### src/rtl/imm_extend_stage.sv
// Registered immediate extender for decode with a 2-entry skid buffer; 1-cycle latency; in_ready is registered (low only when both entries are held).
// Optional `IMM_ILLEGAL_EN adds out_illegal, flagging reserved/illegal immediate formats alongside each entry.
module imm_extend_stage #(
    parameter int DATA_WIDTH = 32,
    parameter int TAG_WIDTH  = 5
) (
    input  logic                  clk,
    input  logic                  rst,
    input  logic                  flush,
    input  logic                  in_valid,
    output logic                  in_ready,
    input  logic [31:0]           instr,
    input  logic [2:0]            ImmSrc,
    input  logic [TAG_WIDTH-1:0]  in_tag,
    output logic                  out_valid,
    input  logic                  out_ready,
    output logic [DATA_WIDTH-1:0] out_imm,
    output logic [TAG_WIDTH-1:0]  out_tag
`ifdef IMM_ILLEGAL_EN
    ,
    output logic                  out_illegal
`endif
);

    typedef enum logic [1:0] {EMPTY, ONE, FULL} state_t;

    state_t state, state_nxt;

    logic [31:0]           imm32;
    logic                  sext;
    logic [DATA_WIDTH-1:0] imm_c;
    logic                  accept, drain;
    logic                  load_main_in, load_main_skid, load_skid;
    logic [DATA_WIDTH-1:0] skid_imm;
    logic [TAG_WIDTH-1:0]  skid_tag;
    logic                  unused_opcode;

    assign unused_opcode = ^instr[6:0];

    // Formats are built in 32 bits, then widened by sign-fill or zero-fill.
    always_comb begin
        imm32 = '0;
        sext  = 1'b0;
        case (ImmSrc)
            3'd0: begin imm32 = {{20{instr[31]}}, instr[31:20]};                           sext = 1'b1; end
            3'd1: begin imm32 = {{20{instr[31]}}, instr[31:25], instr[11:7]};              sext = 1'b1; end
            3'd2: begin imm32 = {{19{instr[31]}}, instr[31], instr[7], instr[30:25], instr[11:8], 1'b0}; sext = 1'b1; end
            3'd3: begin imm32 = {instr[31:12], 12'b0};                                     sext = 1'b1; end
            3'd4: begin
                if (DATA_WIDTH == 64) imm32 = {26'b0, instr[25:20]};
                else                  imm32 = {27'b0, instr[24:20]};
            end
            3'd5: begin imm32 = {{11{instr[31]}}, instr[31], instr[19:12], instr[20], instr[30:21], 1'b0}; sext = 1'b1; end
            3'd6: imm32 = {27'b0, instr[19:15]};
            default: imm32 = '0;
        endcase
        imm_c       = sext ? {DATA_WIDTH{imm32[31]}} : '0;
        imm_c[31:0] = imm32;
    end

    assign accept = in_valid & in_ready & ~flush;
    assign drain  = out_valid & out_ready;

    always_ff @(posedge clk or posedge rst) begin
        if (rst) state <= EMPTY;
        else     state <= state_nxt;
    end

    always_comb begin
        state_nxt = state;
        if (flush) begin
            state_nxt = EMPTY;
        end else begin
            case (state)
                EMPTY: if (accept) state_nxt = ONE;
                ONE: begin
                    if (accept && !drain)      state_nxt = FULL;
                    else if (!accept && drain) state_nxt = EMPTY;
                end
                FULL:    if (drain) state_nxt = ONE;
                default: state_nxt = EMPTY;
            endcase
        end
    end

    always_comb begin
        in_ready       = (state != FULL);
        out_valid      = (state != EMPTY);
        load_main_in   = 1'b0;
        load_main_skid = 1'b0;
        load_skid      = 1'b0;
        if (!flush) begin
            case (state)
                EMPTY: load_main_in = accept;
                ONE: begin
                    load_main_in = accept & drain;
                    load_skid    = accept & ~drain;
                end
                FULL:    load_main_skid = drain;
                default: ;
            endcase
        end
    end

    always_ff @(posedge clk or posedge rst) begin
        if (rst) begin
            out_imm  <= '0;
            out_tag  <= '0;
            skid_imm <= '0;
            skid_tag <= '0;
        end else begin
            if (load_main_in) begin
                out_imm <= imm_c;
                out_tag <= in_tag;
            end else if (load_main_skid) begin
                out_imm <= skid_imm;
                out_tag <= skid_tag;
            end
            if (load_skid) begin
                skid_imm <= imm_c;
                skid_tag <= in_tag;
            end
        end
    end

`ifdef IMM_ILLEGAL_EN
    logic ill_c, skid_ill;

    assign ill_c = (ImmSrc == 3'd7) || ((ImmSrc == 3'd4) && (DATA_WIDTH == 32) && instr[25]);

    always_ff @(posedge clk or posedge rst) begin
        if (rst) begin
            out_illegal <= 1'b0;
            skid_ill    <= 1'b0;
        end else begin
            if (load_main_in)        out_illegal <= ill_c;
            else if (load_main_skid) out_illegal <= skid_ill;
            if (load_skid)           skid_ill    <= ill_c;
        end
    end
`endif

endmodule

### config.mk
export PLATFORM = sky130hd
export DESIGN_NAME = imm_extend_stage
export DESIGN_NICKNAME = d
export VERILOG_FILES = /design/src/rtl/imm_extend_stage.sv
export SDC_FILE = /design/constraint.sdc
export NUM_CORES = 1
export LEC_CHECK = 0
export CORE_MARGIN = 3
export CORE_UTILIZATION = 27
export CTS_CLUSTER_DIAMETER = 200
export DETAILED_ROUTE_END_ITERATION = 10
export PLACE_DENSITY_LB_ADDON = 0.1
export SLEW_MARGIN = 15
export SYNTH_ARGS = -nofsm -noshare
export SYNTH_HDL_FRONTEND = slang
export SYNTH_SLANG_ARGS = --single-unit
### constraint.sdc
create_clock -name clk -period 2.82 [get_ports clk]
set_input_delay 0.705 -clock clk [delete_from_list [all_inputs] [get_ports clk]]
set_output_delay 0.705 -clock clk [all_outputs]
set_load 0.05 [all_outputs]
# Yosys cells after proc, flatten, opt, wreduce, memory -nomap -nowiden
# Index checks and enable logic that the tools add are counted.
# totals
register_bits	76
in_bits	45
out_inout_bits	39
# classes
n_eq_ne	12
mux	17
bitwise	7
reduce_logical	9
# op_table
cell	n
case mux 32 bit (7 select lines)	1
2-to-1 mux 32 bit	2
2-to-1 mux 2 bit	5
2-to-1 mux 5 bit	2
== test 3 bit (second input constant)	3
== test 3 x 2 -> 1 bit (second input constant)	2
inequality test 3 bit (second input constant)	2
case mux 2 bit (3 select lines)	1
AND 1 bit	5
2-to-1 mux 1 bit	5
inequality test 4 bit (second input constant)	1
nonzero test 2 bit	2
== test 3 x 1 -> 1 bit (second input constant)	1
logical NOT 3 bit	1
AND reduction 3 bit	1
== test 2 x 1 -> 1 bit (second input constant)	1
== test 2 bit (second input constant)	1
logical AND 1 bit	2
logical NOT 1 bit	2
logical NOT 2 bit	1
inequality test 2 bit (second input constant)	1
NOT 1 bit	2
case mux 1 bit (2 select lines)	1

# Depth between registers and ports, before layout
# depth
word_depth	9
depth_mapped	6
ltp_nobuf	4

# Least setup slack after synthesis
# OpenSTA, ideal clock, no wires.
# synth_timing
path_type	input port to flip-flop
start	input ImmSrc[2]
end	register out_imm[10]
t_arrival_ns	1.709
required_time_ns	2.694
setup_slack_ns	0.985
stages	6
n_path_buf	2
path_cell_list	buf_4 -> inv_1 -> o21a_1 -> and2_4 -> buf_6 -> a221o_1
# synth_between
elab_chain_len	3
word_cells_on_any_way	9
# synth_rtl
item	line	rtl
start: declaration	13	input logic [2:0] ImmSrc,
== test 3 bit, or another cell as far along	44	case (ImmSrc)
case mux 32 bit (7 select lines) *	44	
2-to-1 mux 32 bit *	112	if (load_main_in) begin
end signal: assignment	113	out_imm <= imm_c;
end signal: assignment	116	out_imm <= skid_imm;
end: declaration	17	output logic [DATA_WIDTH-1:0] out_imm,
# Every way passes the cells marked *; elsewhere a longest branch is shown, timed or not.
# A chain may end at the register's enable or synchronous reset.

# Worst setup path after layout
# layout_timing
start	register state[1]
end	output in_ready
# layout_between
elab_chain_len	1
# layout_rtl
item	line	rtl
start: declaration	27	state_t state, state_nxt;
start signal: assignment	66	else state <= state_nxt;
inequality test 2 bit	87	in_ready = (state != FULL);
end: declaration	11	output logic in_ready,
# No other way between the ends.

==> flow_summary.json <==
{
  "vias": 2784,
  "maxCapViolCount": 0,
  "cts_made_buffers": 9,
  "status": "complete, no violations",
  "tns_ps": 0,
  "yosysUniqueCellTypes": 39,
  "leakage_uw": 0.00216,
  "seqCellArea_sq_um": 1900,
  "tightest_slew_ps": 911,
  "synth-xor-area-share_pct": 0.246,
  "power_density_nw_per_um2": 741,
  "synth.area.mux_share_pct": 6.70,
  "drc": 0,
  "maxSlewViolCount": 0,
  "syn_area_per_cell_sq_um": 11.1,
  "rsz0062_at_grt": "no",
  "async_reset_ff_share_pct": 100,
  "grtUsageTotal_pct": 14.4,
  "start_kind": "flop",
  "synth.yosys.warnings": 0,
  "skew_ps": 5.27,
  "synth_fa_ha_area_share_pct": 0,
  "final_area_sq_um": 4800,
  "critPathArrivalTime_ps": 1790,
  "clock_power_share_pct": 32.3,
  "final_nets": 440,
  "power.switching_uw": 1120,
  "grt_pass1_wl_mm": 16.2,
  "viasPerCell": 4.88,
  "switching_share_pct": 31.6,
  "port_buffers": 76,
  "dp.cells": 556,
  "synth.yosys.seq_area_share_pct": 53.4,
  "cts.sinks": 76,
  "grt_pass1_vias": 2856,
  "grt_antenna_before_repair": 0,
  "setup_viol": 0,
  "wire_per_inst_um": 17.8,
  "worstPathRequired_ps": 2120,
  "cts_resized": 0,
  "fin_crit_ps": 2500,
  "fin_cells": 570,
  "netlist_area_sq_um": 3560,
  "ys_seq_elements": 76,
  "drt_iter0_drc": 174,
  "maxSlewHeadroom_pct": 39.1,
  "power_frac_seq_pct": 40.3,
  "finalCritPeriodShare_pct": 88.5,
  "final.fill_count": 1259,
  "synth_compound_gate_area_share_pct": 25.4,
  "cp_num_buf_inv": 1,
  "place_area_sq_um": 4510,
  "diodes": 0,
  "routabilityCongestion": 0.743,
  "tritoncts": "yes",
  "synth_edf_count": 0,
  "clk_latency_ps": 340,
  "core_area_sq_um": 12800,
  "layout-drive-gt1-share_pct": 12.8,
  "htreeDepth": 3,
  "synth_fp_nets": 367,
  "ctsHoldBuffers": 0,
  "fp.dieH_um": 121,
  "synth_cells": 322,
  "synth_simple_gate_area_share_pct": 9.34,
  "postCtsSetupRepairBufs": 0,
  "slowest_delay_ps": 800,
  "internal-power_uw": 2430,
  "ant_nets": 0,
  "multi_input_area_sq_um": 1490,
  "drt-pass1-iter-count": 5,
  "dp_hpwl_mm": 6.88,
  "cp_max_fo": 7,
  "clkTransAtPathRegs_ps": 60,
  "hp-class": "reg2reg",
  "floorplan.rows": 41,
  "syn_to_final_growth_pct": 34.6,
  "peakVddDrop_mv": 0.304,
  "fmax_mhz": 401,
  "start_util_pct": 27.9,
  "ys.flop_type": "dfrtp_1",
  "p_comb_share_pct": 27.4,
  "hold_violations": 0,
  "slowest_stage": "clkdlybuf4s50_1",
  "grt-ovfl-total": 0,
  "synth_top_family_by_area": "compound AO/OA/AOI/OAI gates",
  "ios": 84,
  "path_class": "reg2out",
  "cts-root-buf": "clkbuf_16",
  "crit_path_end_kind": "output pin",
  "clockBufferDepth": 2,
  "cp_top_family": "buffers and inverters",
  "die-area_sq_um": 14600,
  "wl_mm": 10.2,
  "grt_start_max_net_pins": 53,
  "cp_cell_sequence": "or2b_1, clkdlybuf4s50_1",
  "die_w_um": 121,
  "final_util_pct": 37.6
}
[state kept, by name, summed over array words and instances (netlist names)]
signal    count
out_imm      32
out_tag       5
skid_imm     32
skid_tag      5
state         2
[cell usage after synthesis (2+ instances only)]
| cell | n | area share [%] |
|---|---|---|
| mux2_4 | 10 | 4.2 |
| clkbuf_1 | 9 | 0.95 |
| nand2_2 | 2 | 0.35 |
| buf_4 | 2 | 0.42 |
| a21o_1 | 12 | 2.5 |
| inv_1 | 3 | 0.32 |
| a22o_1 | 16 | 3.9 |
| a222oi_1 | 4 | 1.1 |
| nor2_1 | 3 | 0.32 |
| dfrtp_1 | 76 | 53 |
| a22oi_1 | 19 | 4.0 |
| a21oi_1 | 15 | 2.1 |
| a32oi_1 | 8 | 2.0 |
| buf_2 | 7 | 0.98 |
| and2_4 | 2 | 0.49 |
| and2_1 | 7 | 1.2 |
| a221o_1 | 7 | 2.0 |
| nor2b_1 | 5 | 0.88 |
| nand2b_1 | 2 | 0.35 |
| o21ai_0 | 45 | 6.3 |
| nand2_1 | 39 | 4.1 |
| mux2_2 | 7 | 2.2 |
| o21a_1 | 2 | 0.42 |
| buf_6 | 5 | 1.6 |
[placed cells by master (no fill, tap or decap), drive strengths merged, types with 8 or more instances in the layout]
| cell type | count |
|---|---|
| buf | 12 |
| a21oi | 16 |
| and2 | 9 |
| o21ai | 45 |
| a22o | 16 |
| nand2 | 41 |
| a22oi | 19 |
| dfrtp | 76 |
| a21o | 12 |
| a32oi | 8 |
| clkbuf | 12 |
| clkdlybuf4s50 | 76 |
| mux2 | 17 |
[cells by family (layout without fill, tap and decap cells)]
kind of cell,Yosys count,in the layout
AOI/OAI and AO/OA,132,132
DFF,76,76
and+or+nand+nor,66,66
buffers and inverters,29,105
muxes,18,18
xor gates and xnor gates,1,1
[per-layer routing]
| metal | global-route usage (%) | share of wire (%) | vias up |
|---|---|---|---|
| met4 | 3.61 | 1.1 | 0 |
| met1 | 19.8 | 47 | 1372 |
| met2 | 22.0 | 47 | 73 |
| li1 | - | - | 1330 |
| met5 | 0 | 0 | - |
| met3 | 4.71 | 5.6 | 9 |
[per-stage QoR]
step / setup slack, ps / power, uW / hold WS [ps]
after floorplan: 177 / 2070 / 442
after global placement: 147 / 2420 / 453
after detailed placement: 135 / 2430 / 462
after CTS: 300 / 3610 / 476
after global routing: 239 / 3740 / 491
final: 324 / 3560 / 469
[tightest hold or removal path, stage by stage (launching register included)]
cell     delay (ps)
dfrtp_1         340
nand2_1          50
nand2_1          50
[area by class of cell]
type,instances,area share [%]
repair buffers,88,18.5
clock inverters,2,0.730
clock buffers,12,5.35
multi-input cells,217,31.0
flip-flops and latches,76,39.6
inverters,3,0.261
well taps,172,4.49
[final timing paths]
| check | startpoint | end | slack (ps) | cells after the start |
|---|---|---|---|---|
| max | state[1] | in_ready | 320 | 2 |
| min reg2reg | out_tag[3] | out_tag[3] | 470 | 2 |
| min | out_tag[3] | out_tag[3] | 470 | 2 |
| max reg2reg | state[1] | skid_imm[20] | 1100 | 4 |
| max in group asynchronous | rst | out_imm[20] | 1550 | 3 |
| min in group asynchronous | rst | out_tag[2] | 710 | 2 |
[power by group through the flow]
stage / registers (uW) / clock network [uW] / logic (uW)
2_1_floorplan: 1730 / 0 / 344
3_3_place_gp: 1440 / 0 / 978
3_5_place_dp: 1450 / 0 / 984
4_1_cts: 1430 / 1190 / 987
5_1_grt: 1460 / 1230 / 1050
6_report: 1430 / 1150 / 974
No activity file was read; power rests on OpenSTA's default activity.
